[src/rtl/ch_config_sequencer_if.sv]
// ch_config_sequencer_if
// Groups the signals of ch_config_sequencer other than the clock and reset:
//   - the two requester ports (A = host command decoder, B = sweep/PRBS engine):
//     req/addr/data/len in, ack/done out;
//   - the load-protect status input;
//   - the byte-wide channel config write port (WE/ADDR/DATA);
//   - the busy and blocked_cnt status outputs.
// slave  : the sequencer side.
// master : the side that drives the requests and consumes the write port.
interface ch_config_sequencer_if;
  logic        a_req;
  logic [7:0]  a_addr;
  logic [31:0] a_data;
  logic [1:0]  a_len;
  logic        a_ack;
  logic        a_done;

  logic        b_req;
  logic [7:0]  b_addr;
  logic [31:0] b_data;
  logic [1:0]  b_len;
  logic        b_ack;
  logic        b_done;

  logic        CH_LOAD_PROTECT_STATE;

  logic        CH_CONFIG_WE;
  logic [7:0]  CH_CONFIG_ADDR;
  logic [7:0]  CH_CONFIG_DATA;

  logic        busy;
  logic [7:0]  blocked_cnt;

  modport slave (
    input  a_req, a_addr, a_data, a_len,
    input  b_req, b_addr, b_data, b_len,
    input  CH_LOAD_PROTECT_STATE,
    output a_ack, a_done, b_ack, b_done,
    output CH_CONFIG_WE, CH_CONFIG_ADDR, CH_CONFIG_DATA,
    output busy, blocked_cnt
  );

  modport master (
    output a_req, a_addr, a_data, a_len,
    output b_req, b_addr, b_data, b_len,
    output CH_LOAD_PROTECT_STATE,
    input  a_ack, a_done, b_ack, b_done,
    input  CH_CONFIG_WE, CH_CONFIG_ADDR, CH_CONFIG_DATA,
    input  busy, blocked_cnt
  );
endinterface

[src/rtl/ch_config_sequencer.sv]
// ch_config_sequencer
// Serializes 1..4-byte configuration writes from two requesters (A, B) onto a
// byte-wide channel config write port. Round-robin arbitration between A and B.
// A load-protect interlock clears DATA[0] of any byte written to ON_OFF_ADDR
// while CH_LOAD_PROTECT_STATE is set, and counts such writes (saturating).
//
// Parameters:
//   GAP_CYCLES  : WE-low cycles between consecutive bytes of one transaction (0..15)
//   ON_OFF_ADDR : address of the channel on/off byte guarded by the interlock
// Ports:
//   CLK_LOW : clock, all logic on its rising edge
//   reset_n : synchronous active-low reset
//   bus     : requester ports, protect input, write port, status (slave modport)
//
// All outputs are registered. The grant edge also issues byte 0, so ack and the
// first WE appear in the same cycle; done is registered together with the last byte.
module ch_config_sequencer #(
  parameter int          GAP_CYCLES  = 0,
  parameter logic [7:0]  ON_OFF_ADDR = 8'h2D
) (
  input  logic                   CLK_LOW,
  input  logic                   reset_n,
  ch_config_sequencer_if.slave   bus
);

  localparam logic [3:0] GAP_W = 4'(GAP_CYCLES);

  typedef enum logic [1:0] {IDLE, ISSUE, GAP} state_e;

  state_e      state_q;
  logic        rr_q;        // 0: A has priority on a tie, 1: B
  logic        sel_q;       // requester owning the current transaction (1 = B)
  logic [7:0]  base_q;
  logic [31:0] data_q;
  logic [1:0]  len_q;
  logic [1:0]  idx_q;       // index of the byte most recently issued
  logic [3:0]  gap_q;

  logic        we_q;
  logic [7:0]  addr_q;
  logic [7:0]  wdata_q;
  logic        a_ack_q, b_ack_q, a_done_q, b_done_q;
  logic        busy_q;
  logic [7:0]  blocked_q;

  // Byte-issue datapath: in IDLE the byte comes straight from the granted
  // requester's inputs (byte 0), otherwise from the working registers.
  logic        grant_any;
  logic        grant_b;
  logic        issue_en;
  logic        iss_sel;
  logic [1:0]  iss_idx;
  logic [1:0]  iss_len;
  logic [7:0]  iss_base;
  logic [31:0] iss_src;
  logic [7:0]  iss_addr;
  logic [7:0]  iss_raw;
  logic        iss_block;
  logic [7:0]  iss_byte;
  logic        iss_last;

  always_comb begin
    // NOTE: every signal written here gets a default first so no latch is inferred.
    grant_any = bus.a_req | bus.b_req;
    grant_b   = bus.b_req & (~bus.a_req | rr_q);
    issue_en  = 1'b0;
    iss_sel   = sel_q;
    iss_idx   = idx_q + 2'd1;
    iss_len   = len_q;
    iss_base  = base_q;
    iss_src   = data_q;

    unique case (state_q)
      IDLE: begin
        issue_en = grant_any;
        iss_sel  = grant_b;
        iss_idx  = 2'd0;
        iss_len  = grant_b ? bus.b_len  : bus.a_len;
        iss_base = grant_b ? bus.b_addr : bus.a_addr;
        iss_src  = grant_b ? bus.b_data : bus.a_data;
      end
      ISSUE:   issue_en = (idx_q != len_q) && (GAP_W == 4'd0);
      GAP:     issue_en = (gap_q == 4'd1);
      default: issue_en = 1'b0;
    endcase

    iss_addr  = iss_base + {6'd0, iss_idx};   // wraps 8'hFF -> 8'h00
    iss_raw   = iss_src[{iss_idx, 3'b000} +: 8];
    iss_block = bus.CH_LOAD_PROTECT_STATE && (iss_addr == ON_OFF_ADDR) && iss_raw[0];
    iss_byte  = {iss_raw[7:1], iss_raw[0] & ~iss_block};
    iss_last  = (iss_idx == iss_len);
  end

  always_ff @(posedge CLK_LOW) begin
    if (!reset_n) begin
      // NOTE: sequential state uses non-blocking assignments only, so every
      // register samples the pre-edge values regardless of statement order.
      state_q   <= IDLE;
      rr_q      <= 1'b0;
      sel_q     <= 1'b0;
      base_q    <= '0;
      data_q    <= '0;
      len_q     <= '0;
      idx_q     <= '0;
      gap_q     <= '0;
      we_q      <= 1'b0;
      addr_q    <= '0;
      wdata_q   <= '0;
      a_ack_q   <= 1'b0;
      b_ack_q   <= 1'b0;
      a_done_q  <= 1'b0;
      b_done_q  <= 1'b0;
      busy_q    <= 1'b0;
      blocked_q <= '0;
    end else begin
      // Pulses and the write strobe default low; ADDR/DATA read 0 when WE is low.
      we_q     <= 1'b0;
      addr_q   <= '0;
      wdata_q  <= '0;
      a_ack_q  <= 1'b0;
      b_ack_q  <= 1'b0;
      a_done_q <= 1'b0;
      b_done_q <= 1'b0;

      unique case (state_q)
        IDLE: begin
          if (grant_any) begin
            sel_q   <= grant_b;
            rr_q    <= ~grant_b;
            base_q  <= iss_base;
            data_q  <= iss_src;
            len_q   <= iss_len;
            a_ack_q <= ~grant_b;
            b_ack_q <= grant_b;
            busy_q  <= 1'b1;
            state_q <= ISSUE;
          end
        end
        ISSUE: begin
          if (idx_q == len_q) begin
            busy_q  <= 1'b0;
            state_q <= IDLE;
          end else if (GAP_W != 4'd0) begin
            gap_q   <= GAP_W;
            state_q <= GAP;
          end
        end
        GAP: begin
          // Counter holds the remaining WE-low cycles including the current one.
          if (gap_q == 4'd1) state_q <= ISSUE;
          else               gap_q   <= gap_q - 4'd1;
        end
        default: state_q <= IDLE;
      endcase

      if (issue_en) begin
        we_q     <= 1'b1;
        addr_q   <= iss_addr;
        wdata_q  <= iss_byte;
        idx_q    <= iss_idx;
        a_done_q <= iss_last & ~iss_sel;
        b_done_q <= iss_last & iss_sel;
        if (iss_block && (blocked_q != 8'hFF)) blocked_q <= blocked_q + 8'd1;
      end
    end
  end

  assign bus.CH_CONFIG_WE   = we_q;
  assign bus.CH_CONFIG_ADDR = addr_q;
  assign bus.CH_CONFIG_DATA = wdata_q;
  assign bus.a_ack          = a_ack_q;
  assign bus.b_ack          = b_ack_q;
  assign bus.a_done         = a_done_q;
  assign bus.b_done         = b_done_q;
  assign bus.busy           = busy_q;
  assign bus.blocked_cnt    = blocked_q;

endmodule

[src/flat_wrapper.sv]
// flat-port wrapper written by rule: the top's interface ports become plain ports
module ch_config_sequencer_flat 
#(
  parameter int          GAP_CYCLES  = 0,
  parameter logic [7:0]  ON_OFF_ADDR = 8'h2D
)
  (CLK_LOW, reset_n, bus_a_req, bus_a_addr, bus_a_data, bus_a_len, bus_b_req, bus_b_addr, bus_b_data, bus_b_len, bus_CH_LOAD_PROTECT_STATE, bus_a_ack, bus_a_done, bus_b_ack, bus_b_done, bus_CH_CONFIG_WE, bus_CH_CONFIG_ADDR, bus_CH_CONFIG_DATA, bus_busy, bus_blocked_cnt);
  ch_config_sequencer_if bus_i ();
  input  logic CLK_LOW;
  input  logic reset_n;
  input wire logic [$bits(bus_i.a_req)-1:0] bus_a_req;
  input wire logic [$bits(bus_i.a_addr)-1:0] bus_a_addr;
  input wire logic [$bits(bus_i.a_data)-1:0] bus_a_data;
  input wire logic [$bits(bus_i.a_len)-1:0] bus_a_len;
  input wire logic [$bits(bus_i.b_req)-1:0] bus_b_req;
  input wire logic [$bits(bus_i.b_addr)-1:0] bus_b_addr;
  input wire logic [$bits(bus_i.b_data)-1:0] bus_b_data;
  input wire logic [$bits(bus_i.b_len)-1:0] bus_b_len;
  input wire logic [$bits(bus_i.CH_LOAD_PROTECT_STATE)-1:0] bus_CH_LOAD_PROTECT_STATE;
  output wire logic [$bits(bus_i.a_ack)-1:0] bus_a_ack;
  output wire logic [$bits(bus_i.a_done)-1:0] bus_a_done;
  output wire logic [$bits(bus_i.b_ack)-1:0] bus_b_ack;
  output wire logic [$bits(bus_i.b_done)-1:0] bus_b_done;
  output wire logic [$bits(bus_i.CH_CONFIG_WE)-1:0] bus_CH_CONFIG_WE;
  output wire logic [$bits(bus_i.CH_CONFIG_ADDR)-1:0] bus_CH_CONFIG_ADDR;
  output wire logic [$bits(bus_i.CH_CONFIG_DATA)-1:0] bus_CH_CONFIG_DATA;
  output wire logic [$bits(bus_i.busy)-1:0] bus_busy;
  output wire logic [$bits(bus_i.blocked_cnt)-1:0] bus_blocked_cnt;
  assign bus_i.a_req = bus_a_req;
  assign bus_i.a_addr = bus_a_addr;
  assign bus_i.a_data = bus_a_data;
  assign bus_i.a_len = bus_a_len;
  assign bus_i.b_req = bus_b_req;
  assign bus_i.b_addr = bus_b_addr;
  assign bus_i.b_data = bus_b_data;
  assign bus_i.b_len = bus_b_len;
  assign bus_i.CH_LOAD_PROTECT_STATE = bus_CH_LOAD_PROTECT_STATE;
  assign bus_a_ack = bus_i.a_ack;
  assign bus_a_done = bus_i.a_done;
  assign bus_b_ack = bus_i.b_ack;
  assign bus_b_done = bus_i.b_done;
  assign bus_CH_CONFIG_WE = bus_i.CH_CONFIG_WE;
  assign bus_CH_CONFIG_ADDR = bus_i.CH_CONFIG_ADDR;
  assign bus_CH_CONFIG_DATA = bus_i.CH_CONFIG_DATA;
  assign bus_busy = bus_i.busy;
  assign bus_blocked_cnt = bus_i.blocked_cnt;
  ch_config_sequencer #(.GAP_CYCLES(GAP_CYCLES), .ON_OFF_ADDR(ON_OFF_ADDR)) u_core (.CLK_LOW(CLK_LOW), .reset_n(reset_n), .bus(bus_i));
endmodule
[config.mk]
export PLATFORM = sky130hd
export DESIGN_NAME = ch_config_sequencer_flat
export DESIGN_NICKNAME = d
export VERILOG_FILES = /design/src/rtl/ch_config_sequencer_if.sv /design/src/rtl/ch_config_sequencer.sv /design/src/flat_wrapper.sv
export SDC_FILE = /design/constraint.sdc
export NUM_CORES = 1
export LEC_CHECK = 0
export CORE_UTILIZATION = 59
export CTS_BUF_LIST = sky130_fd_sc_hd__clkbuf_4 sky130_fd_sc_hd__clkbuf_8
export DETAILED_ROUTE_END_ITERATION = 6
export DONT_BUFFER_PORTS = 1
export GPL_TIMING_DRIVEN = 0
export PLACE_DENSITY = 0.85
export SLEW_MARGIN = 25
export SYNTH_ARGS = -nofsm -noshare
export SYNTH_HDL_FRONTEND = slang
export SYNTH_SLANG_ARGS = --single-unit
[constraint.sdc]
create_clock -name CLK_LOW -period 15.38 [get_ports CLK_LOW]
set_clock_uncertainty 0.1 [all_clocks]
set_input_delay 3.845 -clock CLK_LOW [delete_from_list [all_inputs] [get_ports CLK_LOW]]
set_output_delay 3.845 -clock CLK_LOW [all_outputs]
set_load 0.02 [all_outputs]
==> impl_metrics.csv <==
group,metric,value,unit
clock_tree,clock_latency,0.36,ns
floorplan,start_util,62.6,%
timing,fin_worst_hold_slack,0.375,ns
clock_tree,holdBufCountCts,0,
clock_tree,cts_sinks,76,
power_and_ir_drop,p_leak,0.00170,µW
global_route,antenna_found_initial,0,
finish,syn_to_final_growth,7.93,%
finish,layout_commonest_cell,"dfxtp_1",
timing,maxSlewViolCount,0,
critical_path,worstPathRequired,15.57,ns
finish,final_cell_mix,"76 x dfxtp_1, 63 x nor2_1, 62 x nand2_1",
logic_synthesis,ys_types,54,
power_and_ir_drop,ir_drop,0.0667,mV
critical_path,worstPathMaxFanout,10,
power_and_ir_drop,power_frac_seq,47.8,%
routing,drt-total-wl,10400,µm
critical_path,critical_path_class,"input port to flip-flop",
clock_tree,cts_resized,0,
finish,stdcell_count,540,
timing,worstMarginPinSlew,0.720,ns
run,cap_violations,0,
clock_tree,cts-root-buf,"clkbuf_8",
worst_hold_path,hp-class,"flip-flop to flip-flop",
routing,drtAntennaViolNets,0,
global_route,grt_pass1_wl,15600,µm
timing,period_minus_slack,8.09,ns
global_route,grt_max_degree,16,
timing,slew_headroom,51.6,%
logic_synthesis,synth_area,3770,µm²
timing,finalCritPeriodShare,52.6,%
placed_design,globalplace.congestion,0.894,
floorplan,die_area,6710,µm²
clock_tree,htreeDepth,3,
critical_path,r2r_slack,10.33,ns
logic_synthesis,synth-seq-cells,76,
critical_path,crit_arrival,8.28,ns
finish,fillers,485,
floorplan,fp.dieH,81.9,µm
routing,drtIter0Drc,347,
logic_synthesis,synthFlopType,"dfxtp_1",
logic_synthesis,avgSynthCellArea,8.40,µm²
timing,finalSetupViolCount,0,
logic_synthesis,async_flop_share,0,%
timing,rsz0062_at_grt,"false",
logic_synthesis,synthCells,449,
routing,drc,0,
global_route,grt_pass1_vias,3271,
power_and_ir_drop,p_sw,162,µW
placed_design,dp_cells,524,
floorplan,die_x,81.9,µm
finish,antenna_cells,0,
logic_synthesis,synth_edf_count,0,
timing,fin_setup_tns,0,ns
logic_synthesis,ys_warn_count,0,
status,status,"finished clean",
logic_synthesis,synth_fp_nets,542,
power_and_ir_drop,powerDensity,121,nW/µm²
power_and_ir_drop,switching_share,33.0,%
timing,hold_viol_final,0,
routing,firstDrtPassIters,5,
clock_tree,clk_pin_slew,0.09,ns
placed_design,dpl_worst_slack,7.00,ns
floorplan,num_rows,28,
clock_tree,post_cts_buffers,0,
routing,avgRoutedWirePerCell,19.2,µm
clock_tree,cts_made_buffers,9,
clock_tree,cts_buffer_depth,2,
global_route,grtUsageTotal,31.8,%
floorplan,ios,119,
critical_path,cp-start-kind,"input port",
placed_design,portBuffers,0,
power_and_ir_drop,p_int,329,µW
floorplan,coreArea,6030,µm²
critical_path,crit_path_end_kind,"flip-flop",
finish,drive_gt1_share,7.53,%
global_route,grt-ovfl-total,0,
power_and_ir_drop,clock_power_share,32.9,%
placed_design,dp_hpwl,7500,µm
power_and_ir_drop,comb_power_share,19.3,%
logic_synthesis,seq_area_frac_synth,40.4,%
clock_tree,cts_tree,"yes",
timing,setup_ws,7.29,ns
routing,vias,3511,
finish,final_nets,553,
timing,timing.fmax,0.124,GHz
routing,viasPerCell,6.50,
## Yosys cell counts (all sizes together), types with 7 or more instances
cell type	number	share of area, %
a21oi	18	2.4
nand2	62	6.2
inv	16	1.7
nor2	64	6.4
o21ai	21	2.8
clkbuf	24	2.4
mux2i	20	5.3
a222oi	9	2.4
nand3	8	1.2
a211oi	18	3.6
buf	7	1.3
and3	11	1.8
a311oi	21	4.9
dfxtp	76	40
## power by group through the flow
stage	registers, µW	logic (µW)	clock network [µW]
after floorplan	235	71.9	0
after global placement	238	89.1	0
after detailed placement	239	91.9	0
after CTS	234	92.9	160
after global routing	237	104	168
final	234	94.9	162
## critical path: stages
cell	delay [ns]
nand2b_1	0.03
buf_2	0.15
nand2_1	0.26
clkbuf_1	0.52
clkbuf_1	0.56
nand2_1	0.11
nand2_1	0.12
mux2_2	0.19
ha_1	0.23
a21o_1	0.25
and3_1	0.20
nor3_1	0.31
a31oi_1	0.12
a21o_1	0.20
or4b_4	0.54
buf_6	0.15
or3_1	0.34
a21oi_1	0.14
## cell families (layout without fill, tap and decap cells)
kind of cell             after synthesis  count (layout)  share of synthesized area, %
AND/OR/NAND/NOR                      174             174                          20.8
adder cells (fa/ha/maj)                4               4                          1.53
XOR/XNOR                              10              10                          2.32
flip-flops                            76              76                          40.4
multiplexers                          28              28                          8.89
AO/OA/AOI/OAI                        109             109                          20.6
buffers and inverters                 48              64                          5.44
## flip-flops by register name (all words and copies together), names as in the netlist, 2 cells and up
name                       flops
u_core.data_q                 32
u_core.base_q                  8
u_core.bus.CH_CONFIG_ADDR      8
u_core.bus.CH_CONFIG_DATA      8
u_core.bus.blocked_cnt         8
u_core.idx_q                   2
u_core.len_q                   2
## final timing paths
check                                               start                                      to  depth (start not counted)
worst max register to register   u_core.rr_q$_SDFFE_PN0P_  u_core.bus.blocked_cnt[6]$_SDFFE_PN0P_                         18
worst min-delay path            u_core.sel_q$_SDFFE_PN0P_               u_core.sel_q$_SDFFE_PN0P_                          1
worst min register to register  u_core.sel_q$_SDFFE_PN0P_               u_core.sel_q$_SDFFE_PN0P_                          1
worst max-delay path                            bus_a_req  u_core.bus.blocked_cnt[6]$_SDFFE_PN0P_                         18
## routing by layer
| metal | vias to the layer above | share of wire, % | GRT usage, % |
|---|---|---|---|
| met5 | - | 0 | 0 |
| li1 | 1641 | - | - |
| met4 | 0 | 3.1 | 16.7 |
| met3 | 35 | 9.8 | 6.22 |
| met2 | 229 | 49 | 54.5 |
| met1 | 1606 | 38 | 37.4 |
## final cells by class
cell class,count,area (µm²),share of cell area (%)
Multi-Input combinational cell,325,2040,50.2
Sequential cell,76,1520,37.4
Buffer,31,139,3.41
Clock buffer,9,124,3.04
Tap cell,75,93.8,2.31
Clock inverter,7,81.3,2.00
Inverter,17,66.3,1.63
## metrics by stage
step                      utilization [%]  power [µW]  area, µm²
final                                67.5         491       4070
after global routing                 67.5         509       4070
after CTS                            67.5         487       4070
after detailed placement             64.1         331       3860
after global placement               64.1         327       3860
after floorplan                         -         307       3770
(Power assumes the default switching activity.)
